`config.mk`:
```
export PLATFORM = sky130hd
export DESIGN_NAME = uart_tx_fifo
export DESIGN_NICKNAME = d
export VERILOG_FILES = /design/src/rtl/uart_pkg.sv /design/src/rtl/sync_fifo.sv /design/src/rtl/uart_tx_fifo.sv
export SDC_FILE = /design/constraint.sdc
export NUM_CORES = 1
export LEC_CHECK = 0
export CAP_MARGIN = 20
export CORE_MARGIN = 4
export CORE_UTILIZATION = 45
export DETAILED_ROUTE_END_ITERATION = 8
export PLACE_DENSITY = 0.63
export SLEW_MARGIN = 5
export SYNTH_ARGS = -nofsm -noshare
export SYNTH_HDL_FRONTEND = slang
export SYNTH_SLANG_ARGS = --single-unit
```
`constraint.sdc`:
```
create_clock -name sys_clk -period 2.96 [get_ports sys_clk]
set_input_delay 0.444 -clock sys_clk [delete_from_list [all_inputs] [get_ports sys_clk]]
set_output_delay 0.444 -clock sys_clk [all_outputs]
set_load 0.005 [all_outputs]
```
`src/rtl/uart_pkg.sv`:
```
// Shared UART definitions: parity modes, transmitter state encoding and
// the baud-counter width helper.
package uart_pkg;

  localparam int PAR_NONE = 0;
  localparam int PAR_ODD  = 1;
  localparam int PAR_EVEN = 2;

  typedef enum logic [2:0] {
    ST_IDLE   = 3'd0,
    ST_START  = 3'd1,
    ST_DATA   = 3'd2,
    ST_PARITY = 3'd3,
    ST_STOP   = 3'd4
  } tx_state_t;

  function automatic int baud_cnt_width(input int clk_freq, input int uart_bps);
    return $clog2(clk_freq / uart_bps);
  endfunction

endpackage

```
`src/rtl/sync_fifo.sv`:
```
// Synchronous FIFO with show-ahead read: dout holds the oldest word whenever
// empty is low. Pushes while full and pops while empty are ignored.
module sync_fifo #(
  parameter int WIDTH = 8,
  parameter int DEPTH = 16
) (
  input  logic                     sys_clk,
  input  logic                     sys_rst_n,
  input  logic                     push,
  input  logic                     pop,
  input  logic [WIDTH-1:0]         din,
  output logic [WIDTH-1:0]         dout,
  output logic                     full,
  output logic                     empty,
  output logic [$clog2(DEPTH):0]   count
);

  localparam int AW = $clog2(DEPTH);
  localparam logic [AW:0] DEPTH_C = (AW + 1)'(DEPTH);

  logic [WIDTH-1:0] mem [DEPTH];
  logic [AW-1:0]    wr_ptr;
  logic [AW-1:0]    rd_ptr;
  logic [AW:0]      cnt;
  logic             do_push;
  logic             do_pop;

  assign do_push = push && !full;
  assign do_pop  = pop && !empty;

  always_ff @(posedge sys_clk or negedge sys_rst_n) begin
    if (!sys_rst_n) begin
      wr_ptr <= '0;
      rd_ptr <= '0;
      cnt    <= '0;
    end else begin
      if (do_push) wr_ptr <= wr_ptr + 1'b1;
      if (do_pop)  rd_ptr <= rd_ptr + 1'b1;
      case ({do_push, do_pop})
        2'b10:   cnt <= cnt + 1'b1;
        2'b01:   cnt <= cnt - 1'b1;
        default: cnt <= cnt;
      endcase
    end
  end

  // Storage needs no reset: flushing the pointers discards the contents.
  always_ff @(posedge sys_clk) begin
    if (do_push) mem[wr_ptr] <= din;
  end

  assign dout  = mem[rd_ptr];
  assign full  = (cnt == DEPTH_C);
  assign empty = (cnt == '0);
  assign count = cnt;

endmodule

```
`src/rtl/uart_tx_fifo.sv`:
```
// Buffered UART transmitter with configurable frame format and CTS flow
// control; frames start only at frame boundaries and always run to completion.
module uart_tx_fifo
  import uart_pkg::*;
#(
  parameter int CLK_FREQ   = 50_000_000,
  parameter int UART_BPS   = 9600,
  parameter int DATA_BITS  = 8,
  parameter int PARITY     = 0,
  parameter int STOP_BITS  = 1,
  parameter int FIFO_DEPTH = 16
) (
  input  logic                          sys_clk,
  input  logic                          sys_rst_n,
  input  logic [DATA_BITS-1:0]          tx_data,
  input  logic                          tx_valid,
  output logic                          tx_ready,
  input  logic                          cts_n,
  output logic                          tx,
  output logic                          busy,
  output logic [$clog2(FIFO_DEPTH):0]   fifo_count,
  output tx_state_t                     state_dbg
);

  localparam int BAUD_CNT_MAX = CLK_FREQ / UART_BPS;
  localparam int BW = baud_cnt_width(CLK_FREQ, UART_BPS);
  localparam logic [BW-1:0] BAUD_LAST = BW'(BAUD_CNT_MAX - 1);
  localparam logic [3:0]    DATA_LAST = 4'(DATA_BITS - 1);
  localparam logic [3:0]    STOP_LAST = 4'(STOP_BITS - 1);

  tx_state_t              state;
  tx_state_t              state_nxt;
  logic [BW-1:0]          baud_cnt;
  logic [3:0]             bit_cnt;
  logic [DATA_BITS-1:0]   shift_reg;
  logic                   par_bit;
  logic                   cts_m;
  logic                   cts_s;
  logic [DATA_BITS-1:0]   fifo_dout;
  logic                   fifo_full;
  logic                   fifo_empty;
  logic                   bit_end;
  logic                   can_start;
  logic                   load;
  logic                   tx_nxt;

  // Handshake: a word is accepted on every rising edge where tx_valid and
  // tx_ready are both high; tx_ready depends only on registered fill level
  // (and reset), never on tx_valid, and words offered while full are dropped.
  assign tx_ready = sys_rst_n && !fifo_full;

  sync_fifo #(
    .WIDTH (DATA_BITS),
    .DEPTH (FIFO_DEPTH)
  ) u_fifo (
    .sys_clk   (sys_clk),
    .sys_rst_n (sys_rst_n),
    .push      (tx_valid && tx_ready),
    .pop       (load),
    .din       (tx_data),
    .dout      (fifo_dout),
    .full      (fifo_full),
    .empty     (fifo_empty),
    .count     (fifo_count)
  );

  // Reset to "not clear" so nothing launches before the line state is known.
  always_ff @(posedge sys_clk or negedge sys_rst_n) begin
    if (!sys_rst_n) begin
      cts_m <= 1'b1;
      cts_s <= 1'b1;
    end else begin
      cts_m <= cts_n;
      cts_s <= cts_m;
    end
  end

  assign bit_end   = (baud_cnt == BAUD_LAST);
  assign can_start = !fifo_empty && !cts_s;

  always_ff @(posedge sys_clk or negedge sys_rst_n) begin
    if (!sys_rst_n) state <= ST_IDLE;
    else            state <= state_nxt;
  end

  always_comb begin
    state_nxt = state;
    load      = 1'b0;
    case (state)
      ST_IDLE: begin
        if (can_start) begin
          state_nxt = ST_START;
          load      = 1'b1;
        end
      end
      ST_START: if (bit_end) state_nxt = ST_DATA;
      ST_DATA: begin
        if (bit_end && bit_cnt == DATA_LAST)
          state_nxt = (PARITY != PAR_NONE) ? ST_PARITY : ST_STOP;
      end
      ST_PARITY: if (bit_end) state_nxt = ST_STOP;
      ST_STOP: begin
        if (bit_end && bit_cnt == STOP_LAST) begin
          // Chain straight into the next start bit when more data is waiting.
          state_nxt = can_start ? ST_START : ST_IDLE;
          load      = can_start;
        end
      end
      default: state_nxt = ST_IDLE;
    endcase
  end

  always_comb begin
    tx_nxt = 1'b1;
    busy   = (state != ST_IDLE);
    case (state)
      ST_START:  tx_nxt = 1'b0;
      ST_DATA:   tx_nxt = shift_reg[0];
      ST_PARITY: tx_nxt = par_bit;
      default:   tx_nxt = 1'b1;
    endcase
  end

  always_ff @(posedge sys_clk or negedge sys_rst_n) begin
    if (!sys_rst_n) begin
      baud_cnt  <= '0;
      bit_cnt   <= '0;
      shift_reg <= '0;
      par_bit   <= 1'b0;
      tx        <= 1'b1;
    end else begin
      tx <= tx_nxt;
      if (state == ST_IDLE || bit_end) baud_cnt <= '0;
      else                             baud_cnt <= baud_cnt + 1'b1;
      if (state_nxt != state) bit_cnt <= '0;
      else if (bit_end)       bit_cnt <= bit_cnt + 1'b1;
      if (load) begin
        shift_reg <= fifo_dout;
        par_bit   <= (PARITY == PAR_EVEN) ? ^fifo_dout : ~^fifo_dout;
      end else if (state == ST_DATA && bit_end) begin
        shift_reg <= shift_reg >> 1;
      end
    end
  end

  assign state_dbg = state;

endmodule
```
==> Word-level counts from Yosys, hierarchy flattened <==
Memories as Yosys holds them, arrays and structs flattened.
Cells that the tools add are included.
W data, S select, Z words.
{ "word_totals": {"ff_bits": 45, "ram_bits": 128, "in_bits": 12, "n_memories": 1} }
{ "op_classes": {"add_sub_neg": 6, "n_eq_ne": 10, "n_mux": 19, "reduce_logical": 20} }
{ "mem_list": {"columns": ["memory", "depth", "word_bits", "rd", "rd_clocked_by_memory_dff", "write_ports", "line", "text"], "rows": [
  ["u_fifo.mem", 16, 8, 1, 0, 1, "sync_fifo.sv:21", "logic [WIDTH-1:0] mem [DEPTH];"]
]} }
{ "op_table": {"columns": ["operator", "n"], "rows": [
  ["$mux W8", 2],
  ["$mux W3", 5],
  ["$pmux W3 S5", 1],
  ["$add A13 B1 Y13 const B", 1],
  ["$eq A13 B13 Y1 const B", 1],
  ["$mux W13", 1],
  ["$add A4 B1 Y4 const B", 3],
  ["$pmux W5 S2", 1],
  ["$logic_and A1 B1 Y1", 8],
  ["$mux W4", 2],
  ["$reduce_xnor A8 Y1", 1],
  ["$eq A3 B2 Y1 const B", 2],
  ["$reduce_bool A2 Y1", 3],
  ["$add A5 B1 Y5 const B", 1],
  ["$eq A5 B5 Y1 const B", 1],
  ["$logic_not A5 Y1", 1],
  ["$mux W1", 5],
  ["$sub A5 B1 Y5 const B", 1],
  ["$eq A4 B3 Y1 const B", 1],
  ["$logic_not A4 Y1", 1],
  ["$eq A3 B1 Y1 const B", 1],
  ["$eq A3 B3 Y1 const B", 1],
  ["$logic_not A1 Y1", 3],
  ["$logic_not A3 Y1", 1],
  ["7 further kinds", 7]
]} }

==> Longest topological paths before layout <==
{ "depth": {"depth_word": 8, "depth_mapped": 15, "depth_no_buf": 13} }

==> By module <==
A second synthesis with hierarchy kept.
{ "unflattened": {"cells_unflattened": 495, "area_unflattened_um2": 7467.2} }
{ "by_module_without_submodules": {"columns": ["module", "instances", "cells_per_inst", "area_each_um2"], "rows": [
  ["sync_fifo", 1, 332, 5779.3],
  ["uart_tx_fifo", 1, 163, 1687.9]
]} }

==> Worst setup path after synthesis <==
Ideal clock, no wire load.
{ "synth_timing": {"kind": "register -> register", "start": "register baud_cnt[0]", "end": "register u_fifo.cnt[4], in the netlist u_fifo.count[4]", "setup_time_ps": 122, "arrival_time_ps": 3050, "required_ps": 2838, "setup_slack_ps": -212, "path_stages_with_launch": 16, "n_path_buf": 2, "synth_period_minus_slack_ps": 3172, "cell_sequence": "dfrtp_1 -> ha_1 -> and4b_1 -> nand3_1 -> or4b_4 -> a21oi_4 -> buf_2 -> ha_1 -> clkbuf_1 -> xor2_1 -> ha_1 -> a21oi_1 -> o21ai_0 -> a22oi_1 -> nor2_1 -> xnor2_1"} }
{ "synth_between": {"elab_chain_len": 7, "word_cells_on_any_way": 9, "cone_classes": "eq/ne (3); mux (3); reduce/logical (3)"} }
{ "synth_lines": {"columns": ["element", "line", "text"], "rows": [
  ["start, declared", "uart_tx_fifo.sv:33", "logic [BW-1:0] baud_cnt;"],
  ["start signal, assigned", "uart_tx_fifo.sv:134", "else baud_cnt <= baud_cnt + 1'b1;"],
  ["$eq A13 B13 Y1 (*)", "uart_tx_fifo.sv:78", "assign bit_end = (baud_cnt == BAUD_LAST);"],
  ["$logic_and A1 B1 Y1 (*)", "uart_tx_fifo.sv:103", "if (bit_end && bit_cnt == STOP_LAST) begin"],
  ["$mux W1 (*)", "uart_tx_fifo.sv:103", null],
  ["$pmux W1 S2 (*)", "uart_tx_fifo.sv:89", "case (state)"],
  ["$logic_and A1 B1 Y1 (*)", "sync_fifo.sv:29", "assign do_pop = pop && !empty;"],
  ["net u_fifo.do_pop", "sync_fifo.sv:26", "logic do_pop;"],
  ["$eq A2 B1 Y1 or $eq A2 B2 Y1 (tied branches)", "sync_fifo.sv:39", "case ({do_push, do_pop})"],
  ["$pmux W5 S2 or $reduce_bool A2 Y1 (tied branches)", null, null],
  ["end signal, assigned", "sync_fifo.sv:40", "2'b10: cnt <= cnt + 1'b1;"],
  ["end signal, assigned", "sync_fifo.sv:41", "2'b01: cnt <= cnt - 1'b1;"],
  ["end signal, assigned", "sync_fifo.sv:42", "default: cnt <= cnt;"],
  ["end, declared", "sync_fifo.sv:24", "logic [AW:0] cnt;"]
]} }
The timed path passes the listed nets; every way through them passes the cells marked *.
A chain may end at the register's enable or synchronous reset.

==> Worst setup path in the final report <==
{ "layout_timing": {"start": "register baud_cnt[11]", "end": "register u_fifo.cnt[4], in the netlist u_fifo.count[4]"} }
{ "layout_between": {"elab_chain_len": 7, "word_cells_on_any_way": 9, "cone_classes": "eq/ne (3); mux (3); reduce/logical (3)"} }
{ "layout_lines": {"columns": ["element", "line"], "rows": [
  ["$eq A13 B13 Y1 (*)", "uart_tx_fifo.sv:78"],
  ["$logic_and A1 B1 Y1 (*)", "uart_tx_fifo.sv:103"],
  ["$mux W1 (*)", "uart_tx_fifo.sv:103"],
  ["$pmux W1 S2 (*)", "uart_tx_fifo.sv:89"],
  ["$logic_and A1 B1 Y1 (*)", "sync_fifo.sv:29"],
  ["$eq A2 B1 Y1 or $eq A2 B2 Y1 (tied branches)", "sync_fifo.sv:39"],
  ["$pmux W5 S2 or $reduce_bool A2 Y1 (tied branches)", null]
]} }
Every way passes the cells marked *; elsewhere a longest branch is shown, timed or not.

==> summary.md <==
| Metric | Value |
|---|---|
| H-Tree Depth | 4 |
| Global-route wire length before repair | 21.7 mm |
| Fillers | 1355 |
| Die area | 18600 um2 |
| Layout Cells excl Fill | 713 |
| Syn_nets | 476 |
| Hold WC Path Type | in -> async |
| Worst path max stage delay | 570 ps |
| Int Pwr | 4.36 mW |
| Slew @ Worst Pin | 732 ps |
| Minimum clock period after layout | 2830 ps |
| Post-Syn Area | 7400 um2 |
| Post-CTS Hold Buffers | 0 |
| Post-synth EDFFs | 128 |
| Yosys top cell by area | edfxtp_1 |
| Area grow syn2layout | 14.8% |
| Core area | 16000 um2 |
| Post-route DRC | 0 |
| Worst skew pair latency | 430 ps |
| Peak VDD IR | 454 uV |
| Max-capacitance violation count | 0 |
| Synth top area cells | edfxtp_1 52%, dfrtp_1 14%, mux4_2 6.7% |
| Worst-path clk slew | 70 ps |
| Fmax | 0.353 GHz |
| Initial antenna violation count | 0 |
| Crit Path Category | reg -> reg |
| Drt initial violations | 291 |
| Vias | 3841 |
| Register area share after synthesis | 67.2% |
| Crit-path max FO | 3 |
| Vias in the first global route | 3861 |
| Clock Skew | 11.8 ps |
| Yosys cell types | 52 |
| Synth Instances | 453 |
| Net Switching | 1.32 mW |
| CP Cell Sequence | nor4b_4 -> nand3_2 -> or4b_4 -> a21oi_4 -> ha_2 -> xor2_1 -> ha_2 -> a21oi_2 -> o21ai_1 -> a22oi_1 -> nor2_1 -> xnor2_1 |
| Max-slew violation count | 0 |
| # IOs | 23 |
| Die Y | 136 um |
| Critical path arrival | 3180 ps |
| Status | complete, no violations |
| Post-synth top area share | 51.9% |
| Final hold vios | 0 |
| Relative slew slack | 51.1% |
| CP dominant cell by count | ha_2 |
| Largest net degree at the start of global routing | 46 |
| Fraction of registers with async set/reset | 26.0% |
| Gate power share | 8.6% |
| Placed cells | 679 |
| I/O Buffers | 22 |
| Critical-path top delay cell | or4b_4 |
| Grt total ovfl | 0 |
| Worst Setup End Kind | flop |
| Layout cells sized above 1 | 17.1% |
| Fin util | 53.1% |
| Setup-failing EPs final | 0 |
| Routed vias/inst | 5.39 |
| Share of the clock period used by the worst path | 95.7% |
| WL/cell | 18.8 um |
| ANT cells | 0 |
| Pwr Density | 669 nW/um2 |
| Worst Path Required | 3300 ps |
| GPL Wtd Cong | 0.791 |
| HPWL after DPL | 8.74 mm |
| Avg Inst Size Synth | 16.3 um2 |
| Most numerous cell in the Yosys netlist | edfxtp_1 |
| Clock buffer depth | 2 |
| Synth Warn # | 0 |
| Synth cell count leaders | 128 x edfxtp_1, 42 x dfrtp_1, 31 x nand2_1 |
| All-Layer GR Usage | 15.7% |
| CP startpoint kind | flop |
| RSZ-0062 raised after global routing | true |
| Number of synthesized register bits | 173 |
| Die X | 136 um |
| Clock root buffer | clkbuf_16 |
| Leakage power | 3.07 nW |
| Reg power frac | 50.7% |
| # clock sinks | 173 |
| Ys flop type | edfxtp_1 |
| Largest register FFs | 128 |
| Clock power share | 40.7% |
| Net Sw Frac | 23.3% |
| DR pass1 iterations | 4 |
| Final ANT Viol Nets | 0 |
| CTS tree | built |
| FP Rows | 46 |
| Layout net count | 507 |
| Initial core utilization | 46.2% |
| CTS buffer count | 17 |
| Routed wire length | 13.4 mm |
[power groups by stage]
stage | Clock (mW) | Sequential [mW] | Combinational, mW
floorplan | 0 | 2.89 | 0.289
global placement | 0 | 2.92 | 0.480
detailed placement | 0 | 2.92 | 0.488
CTS | 2.36 | 2.87 | 0.491
global route | 2.49 | 2.90 | 0.548
finish | 2.31 | 2.88 | 0.488
[cell usage in the layout, fill, tap and decap left out, types with 10 or more instances in the layout]
master	n
xnor2_1	19
clkbuf_16	17
clkdlybuf4s50_1	21
dfrtp_1	39
and2_1	18
nor2_1	22
xor2_1	12
nand2_1	31
mux4_2	22
o21ai_0	13
mux4_1	10
inv_1	11
a22oi_1	17
edfxtp_1	128
[kinds of logic (layout without fill, tap and decap cells)]
family	after synthesis	after routing	synth area share, %
DFF	173	173	67.2
and+or+nand+nor	112	112	8.17
AOI/OAI and AO/OA	51	51	4.63
muxes	42	42	11.7
xor gates and xnor gates	32	32	3.89
buffers and inverters	32	76	2.59
adders and majority gates	11	11	1.86
[metrics by stage]
stage                     power (mW)  instance area (um2)  hold WS, ps  setup WS [ps]  setup TNS (ps)
after floorplan                 3.18                 7420          148           30.6               0
after global placement          3.40                 7830          348            197               0
after detailed placement        3.41                 7830          349            131               0
after CTS                       5.73                 8450          169            111               0
after global routing            5.94                 8500          194          -59.1           -71.2
final                           5.68                 8500          152            127               0
[layer usage]
layer | GRT usage, % | wire length, um
met3 | 4.55 | 596
met1 | 22.0 | 6170
met5 | 0 | 0
met2 | 24.2 | 6600
met4 | 4.54 | 71
[timing repair]
action,CTS,global route
setup endpoints to repair,0,2
resized for setup,0,9
setup buffers,0,2
[cell type report]
| cell class | count | area [um2] | area share (%) |
|---|---|---|---|
| tap | 216 | 270 | 3.18 |
| sequential | 173 | 4980 | 58.6 |
| clock buffer | 20 | 437 | 5.14 |
| timing repair buffer | 33 | 323 | 3.80 |
| inverter | 11 | 41.3 | 0.486 |
| multi-input combinational | 248 | 2270 | 26.7 |
| clock inverter | 12 | 180 | 2.12 |
[worst max-delay path: cells and delay by family, from the launching register on]
family / cells / cell delay [ps]
AO/OA/AOI/OAI: 4 / 460
adder cells (fa/ha/maj): 2 / 430
AND/OR/NAND/NOR: 4 / 1170
flip-flops: 1 / 430
XOR/XNOR: 2 / 270
[worst paths after layout]
check	slack, ps	start	cells after the start	endpoint
max	130	baud_cnt[11]$_DFF_PN0_	12	u_fifo.count[4]$_DFFE_PN0P_
min	150	sys_rst_n	2	baud_cnt[6]$_DFF_PN0_
max reg2reg	130	baud_cnt[11]$_DFF_PN0_	12	u_fifo.count[4]$_DFFE_PN0P_
min reg2reg	360	cts_m$_DFF_PN1_	0	cts_s$_DFF_PN1_
max in group asynchronous	2370	sys_rst_n	2	u_fifo.rd_ptr[0]$_DFFE_PN0P_
min in group sys_clk	360	cts_m$_DFF_PN1_	0	cts_s$_DFF_PN1_
Power figures use the tool's default switching activity.
